===== config.mk =====
export PLATFORM = sky130hd
export DESIGN_NAME = ps2_scancode_decoder
export DESIGN_NICKNAME = d
export VERILOG_FILES = /design/src/rtl/ps2_pkg.sv /design/src/rtl/ps2_scancode_decoder.sv
export SDC_FILE = /design/constraint.sdc
export NUM_CORES = 1
export LEC_CHECK = 0
export ABC_AREA = 1
export BUFFER_PORTS_ARGS = -buffer_cell sky130_fd_sc_hd__buf_2
export CAP_MARGIN = 20
export CELL_PAD_IN_SITES_DETAIL_PLACEMENT = 1
export CELL_PAD_IN_SITES_GLOBAL_PLACEMENT = 2
export CORE_ASPECT_RATIO = 1.1
export CORE_MARGIN = 5
export CORE_UTILIZATION = 26
export DETAILED_ROUTE_END_ITERATION = 6
export PLACE_DENSITY = 0.72
export SLEW_MARGIN = 20
export SYNTH_ARGS = -nofsm -noshare
export SYNTH_HDL_FRONTEND = slang
export SYNTH_SLANG_ARGS = --single-unit

===== constraint.sdc =====
create_clock -name clk -period 1.65 [get_ports clk]
set_input_delay 0.165 -clock clk [delete_from_list [all_inputs] [get_ports clk]]
set_output_delay 0.165 -clock clk [all_outputs]
set_load 0.05 [all_outputs]

===== src/rtl/ps2_pkg.sv =====
// Shared types and constants for the PS/2 set-2 scan-code decoder:
// prefix FSM states, special byte values and the tracked game-key table.
package ps2_pkg;

  typedef enum logic [1:0] {
    IDLE    = 2'd0,
    EXT     = 2'd1,
    BRK     = 2'd2,
    EXT_BRK = 2'd3
  } state_t;

  localparam logic [7:0] PFX_EXT    = 8'hE0;
  localparam logic [7:0] PFX_BRK    = 8'hF0;
  localparam logic [7:0] RSP_ACK    = 8'hFA;
  localparam logic [7:0] RSP_BAT    = 8'hAA;
  localparam logic [7:0] RSP_RESEND = 8'hFE;
  localparam logic [7:0] RSP_ECHO   = 8'hEE;
  localparam logic [7:0] PFX_PAUSE  = 8'hE1;

  localparam int unsigned NUM_KEYS = 8;

  localparam logic [2:0] KEY_W     = 3'd0;
  localparam logic [2:0] KEY_A     = 3'd1;
  localparam logic [2:0] KEY_S     = 3'd2;
  localparam logic [2:0] KEY_D     = 3'd3;
  localparam logic [2:0] KEY_SPACE = 3'd4;
  localparam logic [2:0] KEY_ENTER = 3'd5;
  localparam logic [2:0] KEY_LEFT  = 3'd6;
  localparam logic [2:0] KEY_RIGHT = 3'd7;

  // Returns {hit, idx}; the extended flag is part of the match, so E0 5A
  // (keypad ENTER) does not alias ENTER.
  function automatic logic [3:0] key_index(input logic ext, input logic [7:0] code);
    logic [3:0] r;
    r = '0;
    case ({ext, code})
      9'h01D:  r = {1'b1, KEY_W};
      9'h01C:  r = {1'b1, KEY_A};
      9'h01B:  r = {1'b1, KEY_S};
      9'h023:  r = {1'b1, KEY_D};
      9'h029:  r = {1'b1, KEY_SPACE};
      9'h05A:  r = {1'b1, KEY_ENTER};
      9'h16B:  r = {1'b1, KEY_LEFT};
      9'h174:  r = {1'b1, KEY_RIGHT};
      default: r = '0;
    endcase
    return r;
  endfunction

  function automatic logic is_dropped(input logic [7:0] b);
    return (b == RSP_ACK) || (b == RSP_BAT) || (b == RSP_RESEND) ||
           (b == RSP_ECHO) || (b == PFX_PAUSE);
  endfunction

endpackage


===== src/rtl/ps2_scancode_decoder.sv =====
// PS/2 set-2 prefix resolver: one key event per keystroke plus held-state for 8 game keys.
// Optional prefix-abandon timeout enabled by defining PS2_TIMEOUT_EN.
module ps2_scancode_decoder
  import ps2_pkg::*;
#(
  parameter int unsigned TIMEOUT_CYCLES = 130_000
) (
  input  logic       clk,
  input  logic       rst,
  input  logic       rx_done_tick,
  input  logic [7:0] dout,
  output logic       key_valid,
  output logic [7:0] key_code,
  output logic       key_ext,
  output logic       key_break,
  output logic       key_repeat,
  output logic [7:0] key_held
);

  if (TIMEOUT_CYCLES < 2) begin : g_cfg_check
    $error("TIMEOUT_CYCLES must be at least 2");
  end

  state_t     state, state_next;
  logic       emit, emit_ext, emit_brk;
  logic       hit;
  logic [2:0] idx;
  logic       expire;

`ifdef PS2_TIMEOUT_EN
  localparam int unsigned CW = $clog2(TIMEOUT_CYCLES);
  logic [CW-1:0] tmo_cnt;

  assign expire = (state != IDLE) && (tmo_cnt == CW'(TIMEOUT_CYCLES - 1));

  always_ff @(posedge clk) begin
    if (rst || rx_done_tick || state == IDLE || expire)
      tmo_cnt <= '0;
    else
      tmo_cnt <= tmo_cnt + 1'b1;
  end
`else
  assign expire = 1'b0;
`endif

  always_comb begin
    state_next = state;
    emit       = 1'b0;
    emit_ext   = 1'b0;
    emit_brk   = 1'b0;
    if (rx_done_tick) begin
      unique case (state)
        IDLE: begin
          if (dout == PFX_EXT)       state_next = EXT;
          else if (dout == PFX_BRK)  state_next = BRK;
          else if (!is_dropped(dout)) emit = 1'b1;
        end
        EXT: begin
          if (dout == PFX_BRK)       state_next = EXT_BRK;
          else if (dout != PFX_EXT) begin
            emit     = 1'b1;
            emit_ext = 1'b1;
          end
        end
        BRK: begin
          if (dout == PFX_EXT)       state_next = EXT_BRK;
          else if (dout != PFX_BRK) begin
            emit     = 1'b1;
            emit_brk = 1'b1;
          end
        end
        EXT_BRK: begin
          if (dout != PFX_EXT && dout != PFX_BRK) begin
            emit     = 1'b1;
            emit_ext = 1'b1;
            emit_brk = 1'b1;
          end
        end
        default: state_next = IDLE;
      endcase
      if (emit) state_next = IDLE;
    end else if (expire) begin
      state_next = IDLE;
    end
  end

  assign {hit, idx} = key_index(emit_ext, dout);

  always_ff @(posedge clk) begin
    if (rst) begin
      state      <= IDLE;
      key_valid  <= 1'b0;
      key_code   <= '0;
      key_ext    <= 1'b0;
      key_break  <= 1'b0;
      key_repeat <= 1'b0;
      key_held   <= '0;
    end else begin
      state      <= state_next;
      key_valid  <= emit;
      // Repeat is judged on the held bit before this event updates it.
      key_repeat <= emit && !emit_brk && hit && key_held[idx];
      if (emit) begin
        key_code  <= dout;
        key_ext   <= emit_ext;
        key_break <= emit_brk;
        if (hit) key_held[idx] <= !emit_brk;
      end
    end
  end

endmodule


==> results.yml, run 1 <==
hold_path:
  holdPathStages: 2
  hold_path.class: "input port to flip-flop"
timing:
  rsz0062_at_grt: "true"
  max_freq_ghz: 0.616
  period_share_pct: 98.4
  slew_viol_final: 0
  finalSetupTns_ns: 0
  tightestPinTransition_ns: 0.392
  fin_skew_ns: 0.00314
  relSlewSlack_pct: 73.6
  min_period_ns: 1.62
  finalHoldViolCount: 0
  finalSetupViolations: 0
placement:
  dpl_cell_area_um2: 1850
  hpwl_mm: 3.51
  routabilityCongestion: 0.791
  placed_cells_incl_taps: 354
  numPortBuffers: 30
finish:
  fin_area_um2: 2040
  antenna_cells: 0
  fin_cells: 362
  fin_nets: 303
  drive_gt1_share_pct: 37.3
  synthToLayoutAreaGrowth_pct: 39.2
die:
  coreArea_um2: 5430
  placementRows: 28
  die_area_um2: 7240
  die_w_um: 81.6
  start_util_pct: 27.0
  ios: 31
  die_y_um: 88.8
synthesis:
  syn-num-nets: 244
  ys_seq_area_share_pct: 30.0
  yosys_warnings: 0
  synth_area_per_cell_um2: 6.40
  ys_types: 22
  synthCells: 229
  syn_area_um2: 1470
  synth_seq_cells: 22
clock_tree:
  hold_buffers: 0
  clock_latency_ns: 0.27
  numCtsBuffers: 3
  cts_buffer_depth: 2
  cts_tree: "done"
  cts.sinks: 22
  clk_pin_slew_worst_paths_ns: 0.09
  cts-htree-levels: 1
  cts_root_buf: "clkbuf_8"
run:
  drv_cap: 0
detailed_routing:
  num_vias: 1569
  totalWireLength_mm: 4.41
  drt-initial-drc-count: 17
  dr.pass1.iters: 4
  route.detailed.drc: 0
  wl_per_cell_um: 12.2
  ant_nets: 0
  avgViaCountPerCell: 4.33
critical_path:
  worst-path-max-fanout: 7
  crit_arrival_ns: 1.84
  path_class: "flip-flop to flip-flop"
  startpoint_type: "flip-flop"
  worst_setup_path_end_kind: "flip-flop"
  r2r_cells: 13
  critPathRequiredTime_ns: 1.87
power:
  ir_worst_vdd_mv: 0.472
  p_per_area_nw_per_um2: 641
  p_leak_nw: 0.976
global_route:
  grt_util_all_layers_pct: 13.6
  grt_first_pass_wirelength_mm: 7.68
  globalRouteOverflowTotal: 0
  grt_max_degree: 20
  grt_pass1_vias: 1685
  antenna_found_initial: 0
run_status:
  status: "complete, no violations"
cell usage in the layout (no fill, tap or decap), drive strengths merged:
master  Yosys  final
nand2      72     72
buf         2     57
nor2       42     42
inv        31     31
dfxtp      22     22
a21oi      21     21
nand3      17     17
o21ai      15     15
ha          4      4
clkbuf      1      3
nand4       1      1
nor3        1      1
bufinv      0      1
cells by family (layout without fill, tap and decap cells):
| kind of cell | after synthesis | count (layout) | synth area share, % |
|---|---|---|---|
| simple gates | 133 | 133 | 43.3 |
| flops | 22 | 22 | 30.0 |
| fa+ha+maj | 4 | 4 | 3.41 |
| compound gates | 36 | 36 | 12.5 |
| buf+inv | 34 | 92 | 10.7 |
power breakdown:
| part | switching (mW) | internal [mW] |
|---|---|---|
| clock | 0.204 | 0.325 |
| combinational | 0.159 | 0.0683 |
| sequential | 0.00787 | 0.545 |
| total | 0.371 | 0.938 |
path summary, 6_finish.rpt:
| path | end | slack, ns | start |
|---|---|---|---|
| hold reg to reg | key_ext$_SDFFE_PP0P_ | 0.46 | key_ext$_SDFFE_PP0P_ |
| hold / removal | state[0]$_SDFFE_PP0P_ | 0.14 | rst |
| setup reg to reg | key_held[5]$_SDFFE_PP0P_ | 0.03 | state[1]$_SDFFE_PP0P_ |
| setup / recovery | key_held[5]$_SDFFE_PP0P_ | 0.03 | state[1]$_SDFFE_PP0P_ |
stage by stage:
step	util, %	hold WS (ns)	worst slack [ns]	power [mW]
3_3_place_gp	34.0	0.452	-0.123	0.791
3_5_place_dp	34.0	0.452	-0.124	0.792
4_1_cts	36.4	0.153	0.00358	1.33
6_report	37.6	0.143	0.0271	1.31
2_1_floorplan	-	0.302	0.0335	0.719
5_1_grt	37.6	0.154	-0.123	1.37
metal layers:
metal | part of all wire, % | vias up | GRT usage [%]
met2 | 47 | 17 | 23.5
met5 | 0 | - | 0
met1 | 49 | 716 | 17.1
met4 | 1.2 | 0 | 4.08
li1 | - | 832 | -
met3 | 2.8 | 4 | 2.65
registers in the layout, indices dropped and copies added (netlist names):
| register | cells |
|---|---|
| key_code | 8 |
| key_held | 8 |
| state | 2 |
| key_break | 1 |
| key_ext | 1 |
| key_repeat | 1 |
| key_valid | 1 |
synth_stat cells (all sizes together):
cell type  count  area share [%]
a21oi         21             7.2
buf            2             2.1
clkbuf         1            0.26
dfxtp         22              30
ha             4             3.4
inv           31             8.3
nand2         72              22
nand3         17             6.7
nand4          1            0.43
nor2          42              14
nor3           1            0.34
o21ai         15             5.4
worst max-delay path, stage by stage, from the launching register on:
cell	delay [ns]
dfxtp_4	0.39
inv_4	0.04
ha_4	0.15
nor2_2	0.14
nor2_4	0.06
nand3_4	0.10
nand2_1	0.11
nand2_4	0.10
inv_4	0.05
nor2_4	0.16
nand2_2	0.07
nand2_1	0.06
nand2_1	0.04
nor2_1	0.09
what timing repair did:
item                                    4_1_cts  5_1_grt
setup buffers                                 1        3
endpoints found under the setup margin        8       18
hold endpoints to repair                      0        0
resized for setup                            14       13
pin swaps                                     7        7
area by class of cell:
class / instances / area [µm²]
Fill cell: 728 / 3390
Multi-Input combinational cell: 173 / 947
Sequential cell: 22 / 448
Timing Repair Buffer: 57 / 353
Inverter: 31 / 129
Tap cell: 75 / 93.8
Clock buffer: 3 / 41.3
Clock inverter: 1 / 30.0
No activity file was read; power rests on OpenSTA's default activity.
==> run 2, diff against run 1 <==
--- a/config.mk
+++ b/config.mk
@@ -16,4 +16,5 @@
 export DETAILED_ROUTE_END_ITERATION = 6
 export PLACE_DENSITY = 0.72
+export RECOVER_POWER = 100
 export SLEW_MARGIN = 20
 export SYNTH_ARGS = -nofsm -noshare
==> constraint.sdc (replaced) <==
create_clock -name clk -period 1.65 [get_ports clk]
set_input_delay 0.165 -clock clk [delete_from_list [all_inputs] [get_ports clk]]
set_output_delay 0.165 -clock clk [all_outputs]
set_load 0.1 [all_outputs]
==> run 2 against run 1 <==
Critical path depth stayed put. Cell area fell by 0.25%. Utilization decreased by 0.092 points. Fmax about the same. Register-to-register slack hardly changed. Clock skew barely moved. Final cell count unchanged. Critical path type unchanged.
==> results.yml, run 2 (synthesis gave the netlist of run 1 again) <==
timing:
  slew_viol_final: 0
  rsz0062_at_grt: "true"
  finalSetupViolations: 0
  relSlewSlack_pct: 63.7
  tightestPinTransition_ns: 0.546
  fin_skew_ns: 0.00281
  min_period_ns: 1.62
  finalHoldViolCount: 0
  period_share_pct: 98.4
  whs_ns: 0.145
  finalSetupTns_ns: 0
  max_freq_ghz: 0.616
global_route:
  grt_first_pass_wirelength_mm: 7.68
  globalRouteOverflowTotal: 0
  grt_util_all_layers_pct: 13.6
  antenna_found_initial: 0
  grt_max_degree: 20
  grt_pass1_vias: 1685
clock_tree:
  cts_root_buf: "clkbuf_8"
  hold_buffers: 0
  numCtsBuffers: 3
  cts-htree-levels: 1
  cts_buffer_depth: 2
  clk_pin_slew_worst_paths_ns: 0.09
  cts_tree: "done"
  cts.sinks: 22
  clock_latency_ns: 0.27
detailed_routing:
  num_vias: 1569
  avgViaCountPerCell: 4.33
  drt-initial-drc-count: 21
  ant_nets: 0
  wl_per_cell_um: 12.2
  dr.pass1.iters: 3
  totalWireLength_mm: 4.40
  route.detailed.drc: 0
die:
  placementRows: 28
  die_area_um2: 7240
  coreArea_um2: 5430
  die_y_um: 88.8
  die_w_um: 81.6
  ios: 31
  start_util_pct: 27.0
placement:
  hpwl_mm: 3.51
  numPortBuffers: 30
  routabilityCongestion: 0.791
  placed_cells_incl_taps: 354
critical_path:
  crit_arrival_ns: 1.84
  path_class: "flip-flop to flip-flop"
  startpoint_type: "flip-flop"
  worst_setup_path_end_kind: "flip-flop"
  worst-path-max-fanout: 7
  critPathRequiredTime_ns: 1.87
finish:
  antenna_cells: 0
  fin_util_pct: 37.5
  synthToLayoutAreaGrowth_pct: 38.9
  largestRegisters: "key_code x8, key_held x8, state x2"
  fillers: 729
  final_common_cell: "nand2_1"
  fin_cells: 362
  drive_gt1_share_pct: 36.9
  fin_nets: 303
  layout_common_cells: "nand2_1 (58), nor2_1 (31), buf_4 (26)"
run_status:
  status: "complete, no violations"
power:
  ir_worst_vdd_mv: 0.476
  p_leak_nw: 0.961
  finalPower_mw: 1.37
  p_per_area_nw_per_um2: 675
run:
  drv_cap: 0
hold_path:
  hold_path.class: "input port to flip-flop"
==> run 2: cell count changes in the layout (fill, tap and decap cells not counted) <==
cell / previous run / this run
nor2_2: 6 / 5
buf_4: 27 / 26
clkbuf_2: 0 / 20
nor2_1: 30 / 31
buf_2: 30 / 11
==> run 2: worst paths after layout <==
check	slack [ns]	endpoint	start	cells after the start
setup / recovery	0.03	key_held[5]$_SDFFE_PP0P_	state[1]$_SDFFE_PP0P_	13
hold / removal	0.14	state[0]$_SDFFE_PP0P_	rst	2
setup reg to reg	0.03	key_held[5]$_SDFFE_PP0P_	state[1]$_SDFFE_PP0P_	13
hold reg to reg	0.46	key_ext$_SDFFE_PP0P_	key_ext$_SDFFE_PP0P_	2
==> run 2: metrics by stage <==
step	worst slack, ns	instance area, µm²
CTS	0.00358	1970
floorplan	0.0235	1470
detailed placement	-0.124	1850
global placement	-0.123	1850
finish	0.0260	2040
global route	-0.123	2040
==> run 2: cell type report <==
type	count	area, µm²	area share (%)
Multi-Input combinational cell	173	945	46.4
Sequential cell	22	448	22.0
Timing Repair Buffer	57	350	17.2
Inverter	31	129	6.33
Tap cell	75	93.8	4.61
Clock buffer	3	41.3	2.03
Clock inverter	1	30.0	1.47
==> run 2: critical path, stage by stage, from the launching register on <==
cell and delay, ns:
dfxtp_4 0.39, inv_4 0.04, ha_4 0.16, nor2_2 0.14
nor2_4 0.06, nand3_4 0.10, nand2_1 0.11, nand2_4 0.10
inv_4 0.05, nor2_4 0.16, nand2_2 0.07, nand2_1 0.06
nand2_1 0.04, nor2_1 0.09
==> run 2: where the power goes <==
| part | leakage (nW) | switching [mW] | internal (mW) |
|---|---|---|---|
| logic | 0.744 | 0.225 | 0.0674 |
| registers | 0.181 | 0.00838 | 0.545 |
| clock network | 0.0357 | 0.204 | 0.325 |
==> run 2: per-layer routing <==
metal	vias to the layer above	global-route usage [%]	part of all wire, %
met4	0	4.08	1.2
li1	832	-	-
met5	-	0	0
met1	716	17.1	49
met3	4	2.65	2.7
met2	17	23.5	47
==> run 2: repair_timing <==
item | in CTS | in global routing
gates resized for setup | 14 | 13
pin swaps | 7 | 7
hold endpoints to repair | 0 | 0
endpoints found under the setup margin | 8 | 18
setup buffers | 1 | 3
